$ cat src/rtl/store_commit_port_pkg.sv
// Shared definitions for store_commit_port: bus widths, IO base address,
// access-size encodings, FSM state encoding and the size decode helper.
package store_commit_port_pkg;

  localparam int addrWidth = 32;
  localparam int dataWidth = 32;

  localparam logic [31:0] IO_ADDR = 32'h0003_0000;

  localparam logic [2:0] SIZE_B = 3'd1;
  localparam logic [2:0] SIZE_H = 3'd2;
  localparam logic [2:0] SIZE_W = 3'd4;

  typedef enum logic [2:0] {
    IDLE   = 3'd0,
    REQ    = 3'd1,
    WR     = 3'd2,
    RD     = 3'd3,
    CAP    = 3'd4,
    DONE_S = 3'd5,
    DONE_L = 3'd6
  } state_t;

  // Byte count of a committed store: only 1 and 2 are honoured, all else is a word.
  function automatic logic [2:0] size_bytes(input logic [5:0] sz);
    case (sz)
      6'd1:    return SIZE_B;
      6'd2:    return SIZE_H;
      default: return SIZE_W;
    endcase
  endfunction

endpackage

$ cat src/rtl/store_commit_port_lane.sv
// byte_lane_sel: picks byte idx of a little-endian word and flags whether
// idx is the final byte of an nbytes-long access.
module byte_lane_sel
  import store_commit_port_pkg::*;
(
  input  logic [dataWidth-1:0] data_i,
  input  logic [1:0]           idx_i,
  input  logic [2:0]           nbytes_i,
  output logic [7:0]           byte_o,
  output logic                 last_o
);

  always_comb begin
    byte_o = data_i[7:0];
    case (idx_i)
      2'd1:    byte_o = data_i[15:8];
      2'd2:    byte_o = data_i[23:16];
      2'd3:    byte_o = data_i[31:24];
      default: byte_o = data_i[7:0];
    endcase
  end

  assign last_o = (({1'b0, idx_i}) + 3'd1) == nbytes_i;

endmodule

$ cat src/rtl/store_commit_port.sv
// Commit-time memory responder: serialises committed stores and IO loads onto
// the 8-bit RAM/IO bus. Optional feature macro: STORE_COMMIT_IOFULL_EN.
module store_commit_port
  import store_commit_port_pkg::*;
(
  input  logic                 clk,
  input  logic                 rst,
  input  logic                 rdy,
  input  logic                 clear,
  input  logic                 if_out_mem,
  input  logic [5:0]           out_mem_size,
  input  logic [addrWidth-1:0] out_mem_addr,
  input  logic [dataWidth-1:0] out_mem_data,
  output logic                 if_stored,
  input  logic                 if_out_mem_io,
  output logic                 if_get_mem,
  output logic [dataWidth-1:0] data_mem,
  output logic                 bus_req,
  input  logic                 bus_gnt,
  output logic [addrWidth-1:0] mem_a,
  output logic [7:0]           mem_dout,
  output logic                 mem_wr,
  input  logic [7:0]           mem_din,
  input  logic                 io_buffer_full,
  output logic [2:0]           dbg_state
);

  // Bus handshake: bus_req rises on entering REQ and is held through the last
  // bus cycle; an edge with bus_req=1 and bus_gnt=1 starts the transfer, after
  // which the grant is assumed to stay with us until bus_req falls.
  state_t               state_q;
  logic                 st_pend_q, io_pend_q, st_clr_q;
  logic [addrWidth-1:0] st_addr_q;
  logic [dataWidth-1:0] st_data_q;
  logic [2:0]           st_n_q;
  logic [1:0]           i_q;
  logic                 last_q;
  logic                 bus_req_q, mem_wr_q, if_stored_q, if_get_mem_q;
  logic [addrWidth-1:0] mem_a_q;
  logic [7:0]           mem_dout_q;
  logic [dataWidth-1:0] data_mem_q;

  logic [1:0] lane_idx;
  logic [7:0] lane_byte;
  logic       lane_last;
  logic       wr_stall;

  assign lane_idx = (state_q == WR) ? (i_q + 2'd1) : 2'd0;

  byte_lane_sel u_lane (
    .data_i   (st_data_q),
    .idx_i    (lane_idx),
    .nbytes_i (st_n_q),
    .byte_o   (lane_byte),
    .last_o   (lane_last)
  );

`ifdef STORE_COMMIT_IOFULL_EN
  assign wr_stall = (state_q == WR) && (mem_a_q >= IO_ADDR) && io_buffer_full;
`else
  logic unused_iofull;
  assign unused_iofull = io_buffer_full;
  assign wr_stall      = 1'b0;
`endif

  always_ff @(posedge clk or negedge rst) begin
    if (!rst) begin
      state_q      <= IDLE;
      st_pend_q    <= 1'b0;
      io_pend_q    <= 1'b0;
      st_clr_q     <= 1'b0;
      st_addr_q    <= '0;
      st_data_q    <= '0;
      st_n_q       <= '0;
      i_q          <= '0;
      last_q       <= 1'b0;
      bus_req_q    <= 1'b0;
      mem_wr_q     <= 1'b0;
      mem_a_q      <= '0;
      mem_dout_q   <= '0;
      if_stored_q  <= 1'b0;
      if_get_mem_q <= 1'b0;
      data_mem_q   <= '0;
    end else if (rdy) begin
      if (if_out_mem && !st_pend_q) begin
        st_pend_q <= 1'b1;
        st_addr_q <= out_mem_addr;
        st_data_q <= out_mem_data;
        st_n_q    <= size_bytes(out_mem_size);
        st_clr_q  <= clear;
      end else if (clear && st_pend_q) begin
        st_clr_q <= 1'b1;
      end

      if (clear)              io_pend_q <= 1'b0;
      else if (if_out_mem_io) io_pend_q <= 1'b1;

      if_stored_q  <= 1'b0;
      if_get_mem_q <= 1'b0;

      case (state_q)
        IDLE: begin
          if (st_pend_q || (io_pend_q && !clear)) begin
            state_q   <= REQ;
            bus_req_q <= 1'b1;
          end
        end
        REQ: begin
          if (st_pend_q) begin
            if (bus_gnt) begin
              state_q    <= WR;
              mem_a_q    <= st_addr_q + {30'd0, lane_idx};
              mem_dout_q <= lane_byte;
              mem_wr_q   <= 1'b1;
              i_q        <= lane_idx;
              last_q     <= lane_last;
            end
          end else if (clear || !io_pend_q) begin
            state_q   <= IDLE;
            bus_req_q <= 1'b0;
          end else if (bus_gnt) begin
            state_q  <= RD;
            mem_a_q  <= IO_ADDR;
            mem_wr_q <= 1'b0;
          end
        end
        WR: begin
          if (!wr_stall) begin
            if (last_q) begin
              state_q     <= DONE_S;
              mem_wr_q    <= 1'b0;
              bus_req_q   <= 1'b0;
              if_stored_q <= !(st_clr_q || clear);
            end else begin
              mem_a_q    <= st_addr_q + {30'd0, lane_idx};
              mem_dout_q <= lane_byte;
              i_q        <= lane_idx;
              last_q     <= lane_last;
            end
          end
        end
        RD: begin
          if (clear) begin
            state_q   <= IDLE;
            bus_req_q <= 1'b0;
          end else begin
            state_q <= CAP;
          end
        end
        CAP: begin
          bus_req_q <= 1'b0;
          if (clear) begin
            state_q <= IDLE;
          end else begin
            state_q      <= DONE_L;
            data_mem_q   <= {24'd0, mem_din};
            if_get_mem_q <= 1'b1;
          end
        end
        DONE_S: begin
          st_pend_q <= 1'b0;
          state_q   <= IDLE;
        end
        DONE_L: begin
          io_pend_q <= 1'b0;
          state_q   <= IDLE;
        end
        default: begin
          state_q   <= IDLE;
          bus_req_q <= 1'b0;
          mem_wr_q  <= 1'b0;
        end
      endcase
    end
  end

  assign if_stored  = if_stored_q;
  assign if_get_mem = if_get_mem_q;
  assign data_mem   = data_mem_q;
  assign bus_req    = bus_req_q;
  assign mem_a      = mem_a_q;
  assign mem_dout   = mem_dout_q;
  assign mem_wr     = mem_wr_q && rdy && !wr_stall;
  assign dbg_state  = state_q;

endmodule
$ cat config.mk
export PLATFORM = sky130hd
export DESIGN_NAME = store_commit_port
export DESIGN_NICKNAME = d
export VERILOG_FILES = /design/src/rtl/store_commit_port_pkg.sv /design/src/rtl/store_commit_port_lane.sv /design/src/rtl/store_commit_port.sv
export SDC_FILE = /design/constraint.sdc
export NUM_CORES = 1
export LEC_CHECK = 0
export ABC_AREA = 1
export BUFFER_PORTS_ARGS = -buffer_cell sky130_fd_sc_hd__buf_2
export CAP_MARGIN = 10
export CELL_PAD_IN_SITES_DETAIL_PLACEMENT = 1
export CELL_PAD_IN_SITES_GLOBAL_PLACEMENT = 1
export CORE_ASPECT_RATIO = 0.5
export CORE_MARGIN = 5
export CORE_UTILIZATION = 35
export CTS_CLUSTER_DIAMETER = 50
export CTS_CLUSTER_SIZE = 14
export DETAILED_ROUTE_END_ITERATION = 10
export PLACE_DENSITY_LB_ADDON = 0.1
export SLEW_MARGIN = 20
export SYNTH_ARGS = -nofsm -noshare
export SYNTH_HDL_FRONTEND = slang
export SYNTH_SLANG_ARGS = --single-unit
$ cat constraint.sdc
create_clock -name clk -period 2.15 [get_ports clk]
set_input_delay 0.5375 -clock clk [delete_from_list [all_inputs] [get_ports clk]]
set_output_delay 0.5375 -clock clk [all_outputs]
set_load 0.1 [all_outputs]
==> results.toml, run 1 <==
[run_status]
status = "complete, no violations"

[placed_design]
io_buffers = 139
dpl.hpwl_um = 14500
placed_cells = 1223
routabilityCongestion = 0.896
place_ws_ns = -0.0240

[logic_synthesis]
synthFlopType = "dfrtp_1"
synth_edf_count = 0
synth_cell_types = 35
syn_area_per_cell_um2 = 7.71
synth-seq-area-share_pct = 49.3
yosysWarningCount = 0
synth_area_um2 = 6500
async_flop_share_pct = 100
ys_seq_elements = 128
synthCells = 843

[timing]
slew_viol_final = 0
setup_viol = 0
tightest_slew_ns = 0.557
finalHoldViolations = 0
max-slew-margin-rel_pct = 62.9
clock_skew_ns = 0.00870
min_period_ns = 2.15
period_share_pct = 99.9
grt_setup_unrepaired = "true"
hold-worst-slack_ns = 0.0635
max_freq_mhz = 465
fin_ws_ns = 0.00151

[worst_setup_path]
cp_max_fo = 5
cp-end-kind = "register"
path_buf_inv = 1
crit_family = "simple AND/OR/NAND/NOR gates"
max_stage_delay_ns = 0.48
arrival_ns = 2.47
startpoint_type = "register"
path_class = "reg -> reg"
r2r_start = "dbg_state[0]"
startpoint = "dbg_state[0]"
slowest_stage = "dfrtp_4"
crit_chain = "nor2_4 -> nand2_4 -> a21oi_4 -> buf_6 -> fa_2 -> nand2_2 -> nor2_4 -> nand4_1 -> nor2_1 -> nand2_1 -> nand3_1 -> nand2_1"
crit_required_ns = 2.47

[pwr]
power_frac_comb_pct = 49.1
p_int_mw = 6.61
power_density_nw_per_um2 = 1670
seqPwrFrac_pct = 31.3
irDropWorstVdd_mv = 0.705
leakagePower_nw = 4.28
p_switching_mw = 7.26
clockPowerShare_pct = 19.7
sw_frac_of_total_pct = 52.4

[clock_tree]
cts_buffers = 17
cts-root-buf = "clkbuf_16"
cts_sinks = 128
cts_buffer_depth = 2
clk_pin_slew_ns = 0.06
cts.htree.levels = 4
cts_tree = "built"
clock_latency_ns = 0.43

[grt]
grt_overflow_total = 0
grt_pass1_wl_um = 32200
track_usage_pct = 18.7
first_global_vias = 6279
grt_max_degree = 54
antenna_found_initial = 0

[die]
core_um2 = 18300
io_pins = 165
start_util_pct = 35.5
num_rows = 35
fp.dieW_um = 203
die_area_um2 = 21600
die_height_um = 106

[detailed_routing]
drt_wl_total_um = 19700
dr_total_vias = 5816
drt-pass1-iter-count = 4
first_iter_violations = 206
ant_nets = 0
vias_per_cell = 4.62
wire_per_inst_um = 15.6
drc = 0

[layout]
num_antenna_cells = 0
layout.nets = 1101
fillerInstances = 2272
drive_gt1_share_pct = 26.6
fin_cells = 1260
areaGrowthSynthToFinish_pct = 27.9

[job]
drv_cap = 0

[worst_hold_path]
min_path_type = "in -> async"
## logic make-up (layout without fill, tap and decap cells)
kind of cell    Yosys count  count (layout)  synth area share [%]
mux                       8               8                  1.39
compound gates           78              78                  6.54
fa+ha+maj                 7               7                  1.46
other cells               1              24                0.0577
buf+inv                 102             256                  8.10
simple gates            503             503                  31.0
xor+xnor                 16              16                  2.16
flops                   128             128                  49.3
## sequential cells by signal, indices dropped and copies added (netlist names), 2 cells and up
| register | flops |
|---|---|
| st_addr_q | 32 |
| i_q | 2 |
| mem_dout | 8 |
| mem_a | 32 |
| st_n_q | 3 |
| dbg_state | 3 |
| data_mem | 8 |
| st_data_q | 32 |
## cell usage in the layout (no fill, tap or decap), types with 3 or more instances in the layout
cell type	instances
o21ai_0	48
nor2_4	8
inv_1	43
nand2_4	3
nor2_1	59
dfrtp_1	125
buf_6	4
inv_2	7
o21ai_2	7
nor3_1	3
ha_4	4
nand2_1	372
a21oi_1	11
xor2_1	13
clkinv_2	4
nand4_1	4
clkinvlp_4	7
xnor2_1	3
o21ai_1	5
clkbuf_16	17
buf_4	28
a21oi_2	3
nand3_2	4
buf_12	5
conb_1	24
nand3_1	34
nor2_2	6
buf_2	138
mux2_2	8
nand2_2	7
## cell usage after synthesis (2+ instances only)
library cell / number / area share, %
a21oi_1: 14 / 1.1
buf_1: 4 / 0.23
buf_2: 7 / 0.54
buf_4: 24 / 2.8
buf_6: 6 / 1.0
clkbuf_1: 11 / 0.63
dfrtp_1: 128 / 49
ha_1: 6 / 1.2
inv_1: 46 / 2.7
inv_2: 4 / 0.23
mux2_2: 8 / 1.4
nand2_1: 379 / 22
nand2_2: 2 / 0.19
nand3_1: 36 / 2.8
nand3_2: 2 / 0.31
nand4_1: 4 / 0.38
nor2_1: 68 / 3.9
nor2_2: 2 / 0.19
nor2_4: 3 / 0.52
nor3_1: 3 / 0.23
o21ai_0: 50 / 3.8
o21ai_1: 4 / 0.31
o21ai_2: 6 / 0.81
xnor2_1: 3 / 0.40
xor2_1: 13 / 1.8
## power groups by stage
stage	Combinational [mW]	Clock, mW	Sequential, mW
2_1_floorplan	2.50	0	7.13
3_3_place_gp	6.66	0	4.32
3_5_place_dp	6.77	0	4.36
4_1_cts	6.80	2.79	4.34
5_1_grt	7.37	2.89	4.49
6_report	6.80	2.73	4.33
## layout make-up
type,count,area (um2),area share [%]
Tap cell,240,300,3.61
Timing Repair Buffer,175,1050,12.6
Clock inverter,14,120,1.44
Inverter,50,188,2.26
Sequential cell,128,3210,38.6
Multi-Input combinational cell,636,3020,36.4
Clock buffer,17,425,5.12
## what timing repair did
action	in CTS	in global routing
resized for setup	2	27
setup buffers	0	6
hold buffers	0	0
endpoints found under the setup margin	11	23
hold endpoints to repair	0	0
pin swaps	1	15
## per-stage QoR
stage	utilization, %	setup TNS [ns]	power [mW]	area, um2
global placement	41.6	0	11.0	7610
floorplan	-	-2.24	9.63	6650
global route	45.4	-1.23	14.8	8320
finish	45.4	0	13.9	8320
detailed placement	41.6	-0.117	11.1	7610
CTS	44.6	0	13.9	8170
## worst paths after layout
check / to / cells past startpoint / slack [ns]
setup / recovery: mem_a[18] / 12 / 0.002
min in group clk: st_data_q[0] / 3 / 0.30
hold / removal: mem_a[20] / 1 / 0.06
setup reg to reg: mem_a[18] / 12 / 0.002
max in group asynchronous: mem_dout[6] / 2 / 1.40
hold reg to reg: mem_a[23] / 2 / 0.47
## metal layers
metal	track usage [%]	wire length (um)
met1	23.8	9070
met2	32.5	9720
met3	3.93	662
met4	4.94	226
met5	0	0
No activity file was read; power rests on OpenSTA's default activity.
==> run 2, diff against run 1 <==
--- a/config.mk
+++ b/config.mk
@@ -12,7 +12,7 @@
 export CELL_PAD_IN_SITES_GLOBAL_PLACEMENT = 1
 export CORE_ASPECT_RATIO = 0.5
 export CORE_MARGIN = 5
-export CORE_UTILIZATION = 35
+export CORE_UTILIZATION = 41
 export CTS_CLUSTER_DIAMETER = 50
 export CTS_CLUSTER_SIZE = 14
 export DETAILED_ROUTE_END_ITERATION = 10
@@ -20,4 +20,5 @@
 export SLEW_MARGIN = 20
 export SYNTH_ARGS = -nofsm -noshare
 export SYNTH_HDL_FRONTEND = slang
+export SYNTH_HIERARCHICAL = 1
 export SYNTH_SLANG_ARGS = --single-unit
==> constraint.sdc (replaced) <==
create_clock -name clk -period 2.7 [get_ports clk]
set_input_delay 0.675 -clock clk [delete_from_list [all_inputs] [get_ports clk]]
set_output_delay 0.675 -clock clk [all_outputs]
set_load 0.1 [all_outputs]
==> run 2 against run 1 <==
  * Clock power shrank 12%
  * First-iteration DRC count grew 8.7%
  * Clock-buffer cell count increased by 2
  * Clock skew is 0.0014 ns higher
  * Power is 19% lower
  * Critical path depth is the same
  * Fmax shrank 11%
  * Synthesized area grew 1.4%
==> results.toml, run 2 <==
[placed_design]
io_buffers = 139
post_dp_cell_area_um2 = 7440
placed_cells = 1215
routabilityCongestion = 0.872
dpl.hpwl_um = 14200

[layout]
final_common_cell = "nand2_1"
layout.nets = 1123
stdcell_area_um2 = 8060
areaGrowthSynthToFinish_pct = 22.2
num_antenna_cells = 0
drive_gt1_share_pct = 20.5
fillerInstances = 2032
fin_cells = 1246
layout_common_cells = "nand2_1, buf_2, dfrtp_1"

[clock_tree]
cts.htree.levels = 4
cts-root-buf = "clkbuf_16"
cts_tree = "built"
clock_latency_ns = 0.42
cts_buffers = 17
post_cts_buffers = 0
cts_buffer_depth = 2
clk_pin_slew_ns = 0.06
cts_sinks = 128
cts_hold_buffers = 0

[detailed_routing]
wire_per_inst_um = 15.9
ant_nets = 0
drt_wl_total_um = 19800
drc = 0
first_iter_violations = 224
dr_total_vias = 5993
vias_per_cell = 4.81
drt-pass1-iter-count = 4

[worst_hold_path]
min_path_type = "in -> async"

[logic_synthesis]
synth_fa_ha_area_share_pct = 1.44
synth-seq-area-share_pct = 48.6
yosysWarningCount = 6
synthCells = 882
synth_edf_count = 0
synth_commonest_cells = "nand2_1, dfrtp_1, nor2_1"
synth_area_um2 = 6590
synth_most_common_cell = "nand2_1"
ys_seq_elements = 128
yosys-top-cells-area = "dfrtp_1, nand2_1, nor2_1, inv_1, buf_4"
synth-simple-area-share_pct = 32.8
syn_area_per_cell_um2 = 7.47
netlist.area_leader.share_pct = 48.6
synth_top_family_by_area = "simple AND/OR/NAND/NOR gates"
async_flop_share_pct = 100
synth-compound-area-share_pct = 5.11
synthXorXnorAreaFrac_pct = 1.73
synthMuxAreaShare_pct = 1.37
yosysTopAreaCell = "dfrtp_1"
synthFlopType = "dfrtp_1"
synth_cell_types = 32

[grt]
track_usage_pct = 21.8
grt_max_degree = 51
antenna_found_initial = 0
first_global_vias = 6657
grt_overflow_total = 0
grt_pass1_wl_um = 33000

[timing]
min_period_ns = 2.41
tightest_slew_ns = 0.547
setup_viol = 0
finalSetupTns_ns = 0
clock_skew_ns = 0.0101
grt_setup_unrepaired = "false"
period_share_pct = 89.2
slew_viol_final = 0
max_freq_mhz = 415
finalHoldViolations = 0
max-slew-margin-rel_pct = 63.5

[pwr]
total_power_mw = 11.2
leakagePower_nw = 4.37
power_density_nw_per_um2 = 1390
irDropWorstVdd_mv = 0.829

[worst_setup_path]
arrival_ns = 2.76
crit_required_ns = 3.05
path_class = "reg -> reg"
cp-end-kind = "register"
cp_max_fo = 8
startpoint_type = "register"
reg2reg_slack_ns = 0.29

[die]
core_um2 = 15600
fp.dieW_um = 189
start_util_pct = 42.3
num_rows = 32
die_height_um = 99.7
die_area_um2 = 18900
io_pins = 165

[job]
drv_cap = 0

[run_status]
status = "complete, no violations"
[run 2: cell count changes in the layout (fill, tap and decap cells not counted), sizes merged, moves of 9 or more]
cell | previous run | this run
buf | 175 | 157
o21ai | 60 | 38
nand2 | 382 | 430
inv | 51 | 61
a21oi | 15 | 24
[run 2: worst paths after layout]
kind	from	endpoint	depth (start not counted)
worst min-delay path	rst	mem_a[18]	1
worst max-delay path	dbg_state[2]	mem_a[10]	12
max in group asynchronous	rst	st_addr_q[15]	2
worst max register to register	dbg_state[2]	mem_a[10]	12
worst min register to register	mem_a[4]	mem_a[4]	2
min in group clk	out_mem_data[19]	st_data_q[19]	3
[run 2: cell type report]
| class | count | area, um2 | share of cell area, % |
|---|---|---|---|
| flip-flops and latches | 128 | 3210 | 39.8 |
| multi-input cells | 667 | 2900 | 36.0 |
| repair buffers | 157 | 858 | 10.7 |
| clock buffers | 19 | 453 | 5.62 |
| well taps | 204 | 255 | 3.17 |
| inverters | 59 | 221 | 2.75 |
| clock inverters | 12 | 159 | 1.97 |
[run 2: layer usage]
metal	routed length (um)	vias to the layer above	track usage, %
li1	-	2970	-
met1	8870	2881	27.4
met2	9920	119	38.6
met3	809	23	4.70
met4	245	0	6.00
met5	0	-	0
[run 2: worst max-delay path, stage by stage (launching register included)]
cell     delay, ns
dfrtp_2       0.46
nor2_2        0.18
nand2_2       0.13
nor2_1        0.17
ha_1          0.23
fa_1          0.21
nand2_1       0.08
nor2_2        0.16
nand2_2       0.17
nor2_2        0.19
xor2_1        0.19
nand2_1       0.09
nand2_1       0.08
[run 2: cells by family after synthesis]
logic type	count (synthesis)
AO/OA/AOI/OAI	65
XOR/XNOR	13
adder cells (fa/ha/maj)	7
buffers and inverters	110
flip-flops	128
multiplexers	8
other	1
AND/OR/NAND/NOR	550
[run 2: report_power, final]
group          switching [mW]  total (mW)  internal, mW
registers               0.678        3.47          2.79
clock network           0.898        2.40          1.50
logic                    4.21        5.32          1.11
[run 2: metrics by stage]
stage / util [%] / setup WS [ns] / hold WS, ns
6_report: 51.7 / 0.291 / 0.149
3_3_place_gp: 47.7 / 0.229 / 0.447
3_5_place_dp: 47.7 / 0.157 / 0.457
4_1_cts: 51.7 / 0.0958 / 0.146
5_1_grt: 51.7 / 0.0344 / 0.151
2_1_floorplan: - / 0.0390 / 0.379
[run 2: what timing repair did]
action	CTS	global route
resized for setup	0	4
endpoints found under the setup margin	0	5
endpoints found under the hold margin	0	0
==> run 3, diff against run 2 <==
--- a/config.mk
+++ b/config.mk
@@ -11,8 +11,8 @@
 export CELL_PAD_IN_SITES_DETAIL_PLACEMENT = 1
 export CELL_PAD_IN_SITES_GLOBAL_PLACEMENT = 1
 export CORE_ASPECT_RATIO = 0.5
-export CORE_MARGIN = 5
-export CORE_UTILIZATION = 41
+export CORE_MARGIN = 2
+export CORE_UTILIZATION = 40
 export CTS_CLUSTER_DIAMETER = 50
 export CTS_CLUSTER_SIZE = 14
 export DETAILED_ROUTE_END_ITERATION = 10
==> run 3 against run 2 <==
  * Hold slack improved by 0.080 ns
  * Global-route usage is 0.94 points higher
  * Final cell count up 1.9%
  * Clock skew rose by 0.0014 ns
  * Wire length down 4.7%
  * Fmax grew 0.67%
  * Worst setup slack improved by 0.016 ns
  * Die area decreased by 6.8%
  * Critical path depth is the same
  * Via count decreased by 0.28%
  * Core utilization decreased by 2.2 points
  * Critical endpoint is now mem_a[20]
  * Largest power group unchanged
==> results.toml, run 3 (same netlist as run 2, synthesis figures left out) <==
[timing]
setup_viol = 0
tightest_slew_ns = 0.564
finalSetupTns_ns = 0
clock_skew_ns = 0.0115
max-slew-margin-rel_pct = 62.4
finalHoldViolations = 0
min_period_ns = 2.39
max_freq_mhz = 418
grt_setup_unrepaired = "false"
slew_viol_final = 0
period_share_pct = 88.6

[layout]
stdcell_area_um2 = 8060
areaGrowthSynthToFinish_pct = 22.2
num_antenna_cells = 0
final_common_cell = "nand2_1"
layout_common_cells = "nand2_1, buf_2, dfrtp_1"
layout.nets = 1123
final_core_util_pct = 49.5
fin_cells = 1270
drive_gt1_share_pct = 20.3

[worst_setup_path]
cp_max_fo = 5
r2r_start = "dbg_state[0]"
arrival_ns = 2.71
path_class = "reg -> reg"
crit_required_ns = 3.02
cp-end-kind = "register"
reg2reg_slack_ns = 0.31
r2r_end = "mem_a[20]"
r2r_cells = 12
startpoint_type = "register"

[die]
core_um2 = 16300
fp.dieW_um = 186
die_height_um = 94.8
num_rows = 33
die_area_um2 = 17600
io_pins = 165
start_util_pct = 40.5

[placed_design]
io_buffers = 139
routabilityCongestion = 0.875
post_dp_cell_area_um2 = 7480
placed_cells = 1238
dpl.hpwl_um = 14000

[pwr]
leakagePower_nw = 4.35
irDropWorstVdd_mv = 0.659
total_power_mw = 11.0
power_density_nw_per_um2 = 1370

[detailed_routing]
drt-pass1-iter-count = 4
dr_total_vias = 5976
vias_per_cell = 4.71
first_iter_violations = 200
wire_per_inst_um = 14.9
drc = 0
ant_nets = 0
drt_wl_total_um = 18900

[grt]
grt_overflow_total = 0
first_global_vias = 6237
antenna_found_initial = 0
grt_pass1_wl_um = 30900
track_usage_pct = 22.8
grt_max_degree = 51

[clock_tree]
cts.htree.levels = 4
cts_tree = "built"
cts_hold_buffers = 0
cts_sinks = 128
clk_pin_slew_ns = 0.06
cts_buffers = 17
cts_buffer_depth = 2
cts-root-buf = "clkbuf_16"
clock_latency_ns = 0.43

[job]
drv_cap = 0

[run_status]
status = "complete, no violations"

[worst_hold_path]
min_path_type = "in -> async"
run 3: cell types whose count changed in the layout (fill, tap and decap cells not counted), sizes merged:
cell	change
bufinv	-1
clkinv	+2
run 3: where the power goes:
group	internal [mW]	total (mW)	leakage, nW	switching [mW]
registers	2.79	3.48	1.60	0.688
clock network	1.36	2.26	0.277	0.899
logic	1.13	5.31	2.47	4.18
total	5.28	11.0	4.35	5.77
run 3: cell type report:
class | count | area (um2)
flip-flops and latches | 128 | 3210
fillers | 2135 | 8210
clock buffers | 19 | 433
multi-input cells | 667 | 2900
well taps | 227 | 284
inverters | 59 | 221
clock inverters | 13 | 139
repair buffers | 157 | 871
run 3: worst max-delay path by stage:
| stage | slack (ns) | endpoint | start |
|---|---|---|---|
| finish | 0.31 | mem_a[20] | dbg_state[0] |
| global route | 0.02 | mem_a[29] | dbg_state[0] |
| CTS | 0.13 | mem_a[20] | dbg_state[0] |
| detailed placement | 0.16 | mem_a[20] | dbg_state[0] |
| global placement | 0.26 | mem_a[20] | dbg_state[0] |
| floorplan | 0.04 | mem_a[20] | dbg_state[0] |
run 3: what timing repair did:
item,4_1_cts,5_1_grt
gates resized for setup,0,3
setup buffers,0,0
endpoints found under the setup margin,0,5
run 3: critical path, stage by stage, from the launching register on:
cell and delay [ns]:
dfrtp_2 0.41, nor2_2 0.19, nand2_2 0.13, nor2_1 0.15, ha_1 0.23, fa_1 0.23, nand2_1 0.08, nor2_1 0.20
nand2_2 0.18, nor2_2 0.22, nand4_1 0.12, nand3_1 0.10, nand2_1 0.05
run 3: routing by layer:
layer | wire length (um) | up-vias | GRT usage (%)
met5 | 0 | - | 0
met4 | 153 | 0 | 5.77
li1 | - | 2971 | -
met2 | 9330 | 111 | 40.1
met1 | 8760 | 2880 | 28.7
met3 | 660 | 14 | 4.97
run 3: through the flow:
stage / setup slack [ns] / hold WS, ns
after floorplan: 0.0390 / 0.379
after detailed placement: 0.164 / 0.455
final: 0.307 / 0.229
after global routing: 0.0190 / 0.249
after CTS: 0.133 / 0.233
after global placement: 0.255 / 0.444
